===== src/rtl/serial_sub_nb.sv =====
`timescale 1ns / 1ps
// serial_sub_nb: bit-serial two's-complement subtractor, z = x - y - bin.
// One full-subtractor cell is reused for each bit, LSB first, so an operation
// takes WIDTH clocks. A start/busy/done handshake lets a controller issue
// operations back to back and collect the difference and borrow-out.
module serial_sub_nb #(
  parameter int WIDTH = 4
) (
  input  logic             clk,
  input  logic             rst_n,
  input  logic             start,
  input  logic [WIDTH-1:0] x,
  input  logic [WIDTH-1:0] y,
  input  logic             bin,
  output logic             busy,
  output logic             done,
  output logic [WIDTH-1:0] z,
  output logic             bout
);

  localparam int               CNT_W    = (WIDTH > 1) ? $clog2(WIDTH) : 1;
  localparam logic [CNT_W-1:0] LAST_BIT = CNT_W'(WIDTH - 1);

  typedef enum logic [1:0] {
    S_IDLE,
    S_RUN,
    S_DONE
  } state_e;

  state_e state_q, state_d;

  // Operand shift registers, partial result and the running borrow.
  logic [WIDTH-1:0] a_q, a_d;
  logic [WIDTH-1:0] b_q, b_d;
  logic [WIDTH-1:0] r_q, r_d;
  logic             br_q, br_d;
  logic [CNT_W-1:0] cnt_q, cnt_d;

  // Registered results; they hold until the next operation completes.
  logic [WIDTH-1:0] z_q, z_d;
  logic             bout_q, bout_d;

  logic accept;
  logic last_bit;
  logic bit_a;
  logic bit_b;
  logic diff_bit;
  logic borrow_next;

  // A new request is only taken when no bits are in flight.
  assign accept   = start && (state_q != S_RUN);
  assign last_bit = (cnt_q == LAST_BIT);

  // Full-subtractor cell operating on the current LSBs.
  assign bit_a       = a_q[0];
  assign bit_b       = b_q[0];
  assign diff_bit    = bit_a ^ bit_b ^ br_q;
  assign borrow_next = (~bit_a & bit_b) | (~bit_a & br_q) | (bit_b & br_q);

  // State register.
  always_ff @(posedge clk or negedge rst_n) begin
    // NOTE: non-blocking assignments so every flop samples pre-edge values.
    if (!rst_n) begin
      state_q <= S_IDLE;
    end else begin
      state_q <= state_d;
    end
  end

  // Next-state logic: RUN lasts exactly WIDTH edges, DONE exactly one cycle.
  always_comb begin
    // NOTE: default first, so no branch leaves state_d unassigned (no latch).
    state_d = state_q;
    unique case (state_q)
      S_IDLE:  if (start) state_d = S_RUN;
      S_RUN:   if (last_bit) state_d = S_DONE;
      S_DONE:  state_d = start ? S_RUN : S_IDLE;
      default: state_d = S_IDLE;
    endcase
  end

  // Output decode from the current state.
  always_comb begin
    busy = (state_q == S_RUN);
    done = (state_q == S_DONE);
  end

  assign z    = z_q;
  assign bout = bout_q;

  // Datapath next values: load on accept, shift one bit per RUN edge,
  // publish the result on the edge that handles the MSB.
  always_comb begin
    a_d    = a_q;
    b_d    = b_q;
    r_d    = r_q;
    br_d   = br_q;
    cnt_d  = cnt_q;
    z_d    = z_q;
    bout_d = bout_q;
    if (accept) begin
      a_d   = x;
      b_d   = y;
      br_d  = bin;
      cnt_d = '0;
    end else if (state_q == S_RUN) begin
      a_d   = a_q >> 1;
      b_d   = b_q >> 1;
      br_d  = borrow_next;
      r_d   = {diff_bit, r_q[WIDTH-1:1]};
      cnt_d = cnt_q + CNT_W'(1);
      if (last_bit) begin
        z_d    = {diff_bit, r_q[WIDTH-1:1]};
        bout_d = borrow_next;
      end
    end
  end

  // Datapath registers.
  always_ff @(posedge clk or negedge rst_n) begin
    // NOTE: the wide registers are reset too, so z and bout read 0 rather than X after reset.
    if (!rst_n) begin
      a_q    <= '0;
      b_q    <= '0;
      r_q    <= '0;
      br_q   <= 1'b0;
      cnt_q  <= '0;
      z_q    <= '0;
      bout_q <= 1'b0;
    end else begin
      a_q    <= a_d;
      b_q    <= b_d;
      r_q    <= r_d;
      br_q   <= br_d;
      cnt_q  <= cnt_d;
      z_q    <= z_d;
      bout_q <= bout_d;
    end
  end

endmodule

===== config.mk =====
export PLATFORM = sky130hd
export DESIGN_NAME = serial_sub_nb
export DESIGN_NICKNAME = d
export VERILOG_FILES = /design/src/rtl/serial_sub_nb.sv
export SDC_FILE = /design/constraint.sdc
export NUM_CORES = 1
export LEC_CHECK = 0
export ABC_AREA = 1
export CAP_MARGIN = 30
export CORE_ASPECT_RATIO = 1.4
export CORE_MARGIN = 10
export CORE_UTILIZATION = 44
export CTS_CLUSTER_SIZE = 10
export DETAILED_ROUTE_END_ITERATION = 10
export PLACE_DENSITY = 0.71
export SYNTH_ARGS = -nofsm -noshare
export SYNTH_HDL_FRONTEND = slang
export SYNTH_SLANG_ARGS = --single-unit

===== constraint.sdc =====
create_clock -name clk -period 1.2 [get_ports clk]
set_input_delay 0.36 -clock clk [delete_from_list [all_inputs] [get_ports clk]]
set_output_delay 0.36 -clock clk [all_outputs]
set_load 0.05 [all_outputs]

After elaboration in Yosys (flattened, before gate mapping)
Cells that the tools add are included.

word-level totals
  output and inout bits = 7
  logic and storage cells = 42
  flip-flop bits (word level) = 22
  input bits = 12

operators by class
  bitwise gates (word level) = 9
  reduce and logical (&&, ||, !) cells = 6
  equality and inequality tests = 6
  add/sub/neg operators = 1
  mux-type cells = 12

operator list
  operator                                                          number
  4-bit 2-to-1 mux                                                  4
  2-bit 2-to-1 mux                                                  4
  2-bit one-hot mux with 3 select lines                             1
  2-bit == test (second input constant)                             2
  2-bit by 1-bit != test with 1-bit output (second input constant)  2
  2-bit AND reduction                                               2
  1-bit bitwise AND                                                 3
  1-bit 2-to-1 mux                                                  3
  3-bit AND reduction                                               1
  2-bit by 1-bit adder with 2-bit output (second input constant)    1
  2-bit by 1-bit == test with 1-bit output (second input constant)  1
  2-bit logical NOT                                                 1
  2-bit != test (second input constant)                             1
  1-bit NOT                                                         2
  1-bit bitwise OR                                                  2
  2-bit nonzero test                                                1
  1-bit bitwise XOR                                                 2
  1-bit logical AND                                                 1

Logic depth before layout (Yosys ltp)
Gate-level depths: netlist of the first run.

  word-level depth = 6
  depth in mapped cells = 5
  gate-level depth less buffers = 5

Worst setup path before layout of the first run
Ideal clock, no wire load.

  kind = reg2out
  start = register state_q[0]
  end = output done
  data arrival time = 1.097 ns
  stages on the path, launching flop included = 2
  setup slack = -0.257 ns
  buffers on the path = 0
  required time = 0.840 ns
  path through = dfrtp_1 -> nor2_1

on the way
  word-level cells in the longest chain between the ends = 1

RTL lines
  what                    RTL line  text
  start, declared         30        state_e state_q, state_d;
  start signal, assigned  66        state_q <= state_d;
  2-bit == test           85        done = (state_q == S_DONE);
  end, declared           16        output logic done,

No other way between the ends.

Worst setup path after layout of the first run
  start = register state_q[0]
  end = output busy

on the way
  word-level cells in the longest chain between the ends = 1

RTL lines
  what                                      RTL line  text
  2-bit by 1-bit == test with 1-bit output  84        busy = (state_q == S_RUN);
  end, declared                             15        output logic busy,

No other way between the ends.

==> results of run 1 <==
==> cells in the mapped netlist <==
| cell | instances |
|---|---|
| o21ai_1 | 3 |
| fa_1 | 1 |
| nor2_1 | 1 |
| nor2_4 | 2 |
| nand2_4 | 1 |
| buf_6 | 4 |
| nand3_1 | 27 |
| nand2_1 | 30 |
| buf_2 | 1 |
| o22ai_1 | 1 |
| o21ai_0 | 1 |
| inv_2 | 2 |
| ha_1 | 1 |
| dfrtp_1 | 21 |
| inv_1 | 5 |
==> what timing repair did <==
item                                    CTS  global route
endpoints found under the setup margin    8            23
pin swaps                                 2             3
cloned                                    0             1
resized for setup                         0             3
buffers inserted                          1             7
==> worst max-delay path by stage <==
stage / start / endpoint / slack [ns] / cells past startpoint
after detailed placement: start / b_q[1] / -0.18 / 4
final: state_q[0] / busy / -0.26 / 3
after CTS: state_q[0] / busy / -0.27 / 3
after floorplan: a_q[0] / z[3] / 0.04 / 5
after global placement: start / b_q[2] / -0.12 / 4
after global routing: state_q[0] / busy / -0.34 / 3
==> layout by cell type, fill, tap and decap left out <==
| cell type | synthesis | layout |
|---|---|---|
| nand2_1 | 30 | 30 |
| nand3_1 | 27 | 27 |
| dfrtp_1 | 21 | 21 |
| clkdlybuf4s50_1 | 0 | 11 |
| buf_4 | 0 | 9 |
| buf_12 | 0 | 8 |
| inv_1 | 5 | 4 |
| inv_2 | 2 | 3 |
| nor2_4 | 2 | 3 |
| o21ai_1 | 3 | 3 |
| clkbuf_4 | 0 | 3 |
| nand2_8 | 0 | 1 |
| o21ai_0 | 1 | 1 |
| o22ai_1 | 1 | 1 |
| fa_1 | 1 | 1 |
| ha_1 | 1 | 1 |
| clkinv_2 | 0 | 1 |
| nand2_4 | 1 | 1 |
| buf_6 | 4 | 1 |
==> sequential cells by signal (all words and copies together) (netlist names) <==
register and cells:
bout 1, b_q 4, a_q 4, r_q 3, z 4, br_q 1
cnt_q 2, state_q 2
==> stage by stage <==
step                      power (W)  TNS [ns]
after CTS                  0.003389   -0.8291
after global placement     0.002993    -1.278
final                      0.003564   -0.7461
after detailed placement   0.003029    -1.886
after global routing       0.003863    -1.150
after floorplan            0.002408         0
==> logic make-up (layout without fill, tap and decap cells) <==
kind of cell / Yosys count / count (layout)
AO/OA/AOI/OAI: 5 / 5
adder cells (fa/ha/maj): 2 / 2
AND/OR/NAND/NOR: 61 / 62
buffers and inverters: 12 / 40
flip-flops: 21 / 21
==> power by group through the flow <==
stage | sequential, W | combinational, W | clock, W
2_1_floorplan | 0.00145 | 0.000953 | 0
3_3_place_gp | 0.00126 | 0.00174 | 0
3_5_place_dp | 0.00126 | 0.00177 | 0
4_1_cts | 0.00125 | 0.00179 | 0.000350
5_1_grt | 0.00129 | 0.00219 | 0.000382
6_report | 0.00125 | 0.00197 | 0.000344
==> metal layers <==
layer	share of wire, %	GRT usage, %	vias to the layer above	wire, um
met3	7.0	3.367	4	133
met5	0	0	-	0
met1	46	10.28	354	871
met2	45	14.72	22	860
met4	1.4	5.627	0	27
li1	-	-	391	-
==> critical path, cell delays in order (launching register included) <==
cell and delay [ns]:
dfrtp_1 0.44, inv_2 0.07, nor2_4 0.14, buf_12 0.15
==> area by class of cell <==
type                            count  area (um2)
Sequential cell                    21       525.5
Inverter                            7       26.28
Timing Repair Buffer               29       349.1
Clock buffer                        3       22.52
Multi-Input combinational cell     69       371.6
Fill cell                         158       670.6
Tap cell                           21       26.28
Clock inverter                      1       5.005
==> summary.txt, run 1 <==
Synthesis
  • Top cells by area, synth: dfrtp_1 56%, nand3_1 14%, nand2_1 12%, buf_6 4.8%, nor2_4 2.4%
  • Synth Area in Adders: roughly 3.4%
  • Compound-Gate Fraction of Synth Area: roughly 2.8%
  • Simple-Gate Fraction of Synth Area: 30.16%
  • Synth Cell Area: around 950 um2
  • Mapped Cells: 101
  • YS warnings: 0
  • Synth Area in XOR/XNOR: 0%
  • Syn_nets: 115
  • Library cells used by synthesis: 15
  • Multiplexer share of the synthesized area: 0%
  • Main combinational cell family by area after synthesis: simple AND/OR/NAND/NOR gates
  • Seq/Total Area, Yosys: about 56%
  • Synthesized flop and latch total: 21
  • Area leader, netlist: dfrtp_1
  • Mean Syn Cell Area: 9.365 um2
  • Synth top area share: between 50 and 60%

Critical path
  • Reg2reg start: a_q[0]
  • CP Launch Type: register
  • R2r setup slk: -0.01 ns
  • Data required, critical path: between 0.8 and 0.9 ns
  • RR Endpoint: z[3]
  • CP arrival: roughly 1.1 ns
  • CP Capture Type: primary output
  • R2R depth: 5
  • Worst Setup Path Type: register to primary output
  • Crit-path max FO: 3

STA
  • Final setup fails: 8
  • Rel. slew slack: 74.67%
  • Final worst path period share: 121.8%
  • Max Slew Vio Count: 0
  • Final Skew: ~0.0041 ns
  • Measured slew at the worst slew-check pin: 0.3795 ns
  • Hold_ws: around 0.38 ns
  • Fin. Hold Viols: 0
  • Unrepaired setup endpoints after global routing: true
  • Final worst slack: -0.2613 ns
  • FMAX: roughly 0.68 GHz
  • Clock period minus worst slack: 1.461 ns

Clock network
  • CTS buffer count: 3
  • CTS tree: yes
  • Max clock buf depth: 2
  • Clk Latency, worst-skew pair: slightly above 0.3 ns
  • Hold_buf cts: 0
  • Clock transition at path regs: about 0.12 ns
  • H-tree levels: 1
  • Root Buffer Master: clkbuf_4
  • Clock sink count: 21

Global route
  • GR Util All Layers: 9.271%
  • Largest net degree at the start of global routing: 28
  • Global-route wire length before repair: between 3000 and 4000 um
  • Congestion Overflow GR: 0
  • Vias in the first global route: 799
  • Antenna violations before repair: 0

Floorplan
  • Chip width: 59.19 um
  • Core area: approximately 0.002 mm2
  • Core Rows: 19
  • I/O Pins: 19
  • Die height: roughly 75 um
  • Starting Density: 47.37%
  • Area of the die: roughly 0.0044 mm2

Pwr
  • Leak pwr: between 0.6 and 0.7 nW
  • Int Pwr: around 0.0020 W
  • Gate power share: about 55%
  • Worst vdd ir: about 1.6 mV
  • Sw frac: approximately 43%
  • Pwr dens: approximately 2700 mW/mm2
  • Clock Power Share: roughly a tenth
  • Sequential share of power: 35.0%
  • Switching Power: roughly 0.0015 W

Route
  • Drc violations: 0
  • DR WL/cell: about 13 um
  • Vias: 771
  • Vias/cell: 5.106
  • Final wirelength: 1891 um
  • DR iter-0 viols: 14
  • Post-route ant nets: 0
  • Pre-antenna DRT Iters: 4

Place
  • Placed cells: ~140
  • Setup WS pre-CTS: -0.1824 ns
  • RePlAce Congestion: between 0.7 and 0.8
  • DP HPWL: 1304 um
  • DP Area: around 0.0012 mm2
  • Port Buf Inserts: 18

Layout
  • Final Util: around 66%
  • Nets: between 100 and 150
  • Diode count: 0
  • Post-route insts no fill: approximately 150
  • P&R area growth vs syn: 40.21%
  • Final instance area: 0.001326 mm2
  • Share of layout cells above drive strength 1: 23.08%

Run status
  • Status: finished with violations
  • Failing checks: setup timing

Run
  • Number of max-cap violations: 0

Worst hold path
  • Hold Path Class: input pin to async pin
Note: power is estimated with default switching activity, not from simulation.
==> run 2, diff against run 1 <==
--- a/config.mk
+++ b/config.mk
@@ -10,9 +10,12 @@
 export CORE_ASPECT_RATIO = 1.4
 export CORE_MARGIN = 10
 export CORE_UTILIZATION = 44
+export CTS_CLUSTER_DIAMETER = 120
 export CTS_CLUSTER_SIZE = 10
 export DETAILED_ROUTE_END_ITERATION = 10
+export MAX_ROUTING_LAYER = met4
 export PLACE_DENSITY = 0.71
 export SYNTH_ARGS = -nofsm -noshare
 export SYNTH_HDL_FRONTEND = slang
 export SYNTH_SLANG_ARGS = --single-unit
+export TNS_END_PERCENT = 10
==> run 2 against run 1 <==
The flow still finishes with violations (setup timing). Cell area is 5.1% lower. Hold slack better by 0.0016 ns. Worst setup slack better by 0.0015 ns. Critical path depth stayed put. Non-clock buffer count is 7 lower.
==> summary.txt, run 2 (synthesized netlist as in run 1, its figures left out) <==
Run status
  • Status: finished with violations
  • Failing checks: setup timing

Clock network
  • H-tree levels: 1
  • Max clock buf depth: 2
  • Clock sink count: 21
  • CTS buffer count: 3
  • Clock transition at path regs: 0.12 ns
  • Clk Latency, worst-skew pair: 0.31 ns
  • CTS tree: yes
  • Root Buffer Master: clkbuf_4

Layout
  • Layout fillers: between 150 and 200
  • Commonest non-fill, non-tap cell in the layout: nand2_1
  • Area taken by multi-input logic gates: around 360 um2
  • Nets: 137
  • P&R area growth vs syn: 33.07%
  • Share of layout cells above drive strength 1: between 15 and 20%
  • Diode count: 0
  • Commonest non-fill, non-tap cells in the layout: 30 x nand2_1, 27 x nand3_1, 21 x dfrtp_1, 11 x clkdlybuf4s50_1, 8 x buf_12
  • Register area: 525.5 um2
  • Post-route insts no fill: approximately 140

Pwr
  • Final Power: 0.003375 W
  • Clock Power Share: between 10 and 15%
  • Worst vdd ir: about 1.6 mV
  • Sw frac: between 40% and 50%
  • Gate power share: 52.9%
  • Int Pwr: about 0.0019 W
  • Sequential share of power: 37.0%
  • Leak pwr: just over 0.6 nW
  • Switching Power: roughly 0.0015 W
  • Pwr dens: 2681 mW/mm2

Floorplan
  • I/O Pins: 19
  • Area of the die: between 0.004 and 0.005 mm2
  • Starting Density: roughly 47%
  • Core area: about 0.002 mm2
  • Die height: 74.86 um
  • Chip width: 59.19 um
  • Core Rows: 19

STA
  • Measured slew at the worst slew-check pin: around 0.37 ns
  • Fin. Hold Viols: 0
  • Final worst path period share: 121.6%
  • Setup_tns: -0.7754 ns
  • Final Skew: 0.003880 ns
  • Final worst slack: -0.2597 ns
  • Final setup fails: 8
  • Rel. slew slack: about three quarters
  • FMAX: just under 0.7 GHz
  • Unrepaired setup endpoints after global routing: true
  • Max Slew Vio Count: 0
  • Clock period minus worst slack: 1.460 ns

Global route
  • Global-route wire length before repair: between 3000 and 4000 um
  • Largest net degree at the start of global routing: 28
  • Vias in the first global route: 784
  • Congestion Overflow GR: 0
  • GR Util All Layers: a little under a tenth
  • Antenna violations before repair: 0

Place
  • Port Buf Inserts: 18
  • Setup WS pre-CTS: -0.1824 ns
  • DP HPWL: about 1300 um
  • RePlAce Congestion: roughly 0.74
  • Placed cells: 139

Route
  • Vias: between 700 and 800
  • Post-route ant nets: 0
  • Drc violations: 0
  • Pre-antenna DRT Iters: 4
  • DR iter-0 viols: 45
  • Vias/cell: between 5 and 6
  • DR WL/cell: roughly 12 um
  • Final wirelength: about 1800 um

Critical path
  • Reg2reg start: br_q
  • Crit-path max FO: 3
  • CP Capture Type: primary output
  • R2R depth: 4
  • Data required, critical path: around 0.84 ns
  • R2r setup slk: -0.01 ns
  • CP Launch Type: register
  • RR Endpoint: z[3]
  • CP arrival: about 1.1 ns
  • Worst Setup Path Type: register to primary output

Worst hold path
  • Hold Path Class: input pin to async pin

Run
  • Number of max-cap violations: 0
[run 2: changes by cell type in the layout (fill, tap and decap cells not counted)]
cell     before  now
buf_4         9    3
buf_6         1    0
inv_1         4    5
inv_2         3    2
nand2_4       1    0
[run 2: how the worst max path moves through the flow]
| stage | start | endpoint |
|---|---|---|
| global placement | start | b_q[2] |
| detailed placement | start | b_q[1] |
| finish | state_q[0] | busy |
| floorplan | a_q[0] | z[3] |
| global route | state_q[0] | busy |
| CTS | state_q[0] | busy |
[run 2: area by class of cell]
cell class | count | area share, %
timing repair buffer | 22 | 23.26
inverter | 7 | 2.087
multi-input combinational | 68 | 28.63
sequential | 21 | 41.75
clock buffer | 3 | 1.789
tap | 21 | 2.087
clock inverter | 1 | 0.3976
[run 2: power groups by stage]
stage               clock [W]  combinational, W  sequential [W]
floorplan                   0          0.000953         0.00145
global placement            0           0.00174         0.00126
detailed placement          0           0.00177         0.00126
CTS                  0.000350           0.00177         0.00125
global route         0.000381           0.00198         0.00130
finish               0.000342           0.00178         0.00125
[run 2: worst max-delay path, stage by stage, from the launching register on]
cell	delay, ns
dfrtp_1	0.43
inv_2	0.07
nor2_4	0.14
buf_12	0.15
[run 2: routing by layer]
metal  global-route usage, %  vias to the layer above  routed length [um]
li1                        -                      371                   -
met1                   10.18                      335                 813
met2                   14.48                       23                 771
met3                   3.367                        5                 134
met4                   5.627                        0                  40
met5                       -                        -                   0
[run 2: stage by stage]
| stage | hold WS, ns | util, % | instance area [um2] |
|---|---|---|---|
| 4_1_cts | 0.3786 | 62.59 | 1250 |
| 5_1_grt | 0.3789 | 63.03 | 1259 |
| 3_3_place_gp | 0.4540 | 61.22 | 1222 |
| 6_report | 0.3822 | 63.03 | 1259 |
| 3_5_place_dp | 0.4564 | 61.22 | 1222 |
| 2_1_floorplan | 0.06441 | - | 953.4 |
[run 2: timing repair]
| item | CTS | global route |
|---|---|---|
| gates resized for setup | 0 | 1 |
| setup endpoints to repair | 8 | 13 |
| hold buffers | 0 | 0 |
| pin swaps | 2 | 0 |
| setup buffers | 0 | 0 |
==> run 3, diff against run 2 <==
--- a/config.mk
+++ b/config.mk
@@ -6,6 +6,7 @@
 export NUM_CORES = 1
 export LEC_CHECK = 0
 export ABC_AREA = 1
+export ABC_CLOCK_PERIOD_IN_PS = 1200
 export CAP_MARGIN = 30
 export CORE_ASPECT_RATIO = 1.4
 export CORE_MARGIN = 10
==> results of run 3 <==
Final layout, timing and power as in run 2 (identical DEF).
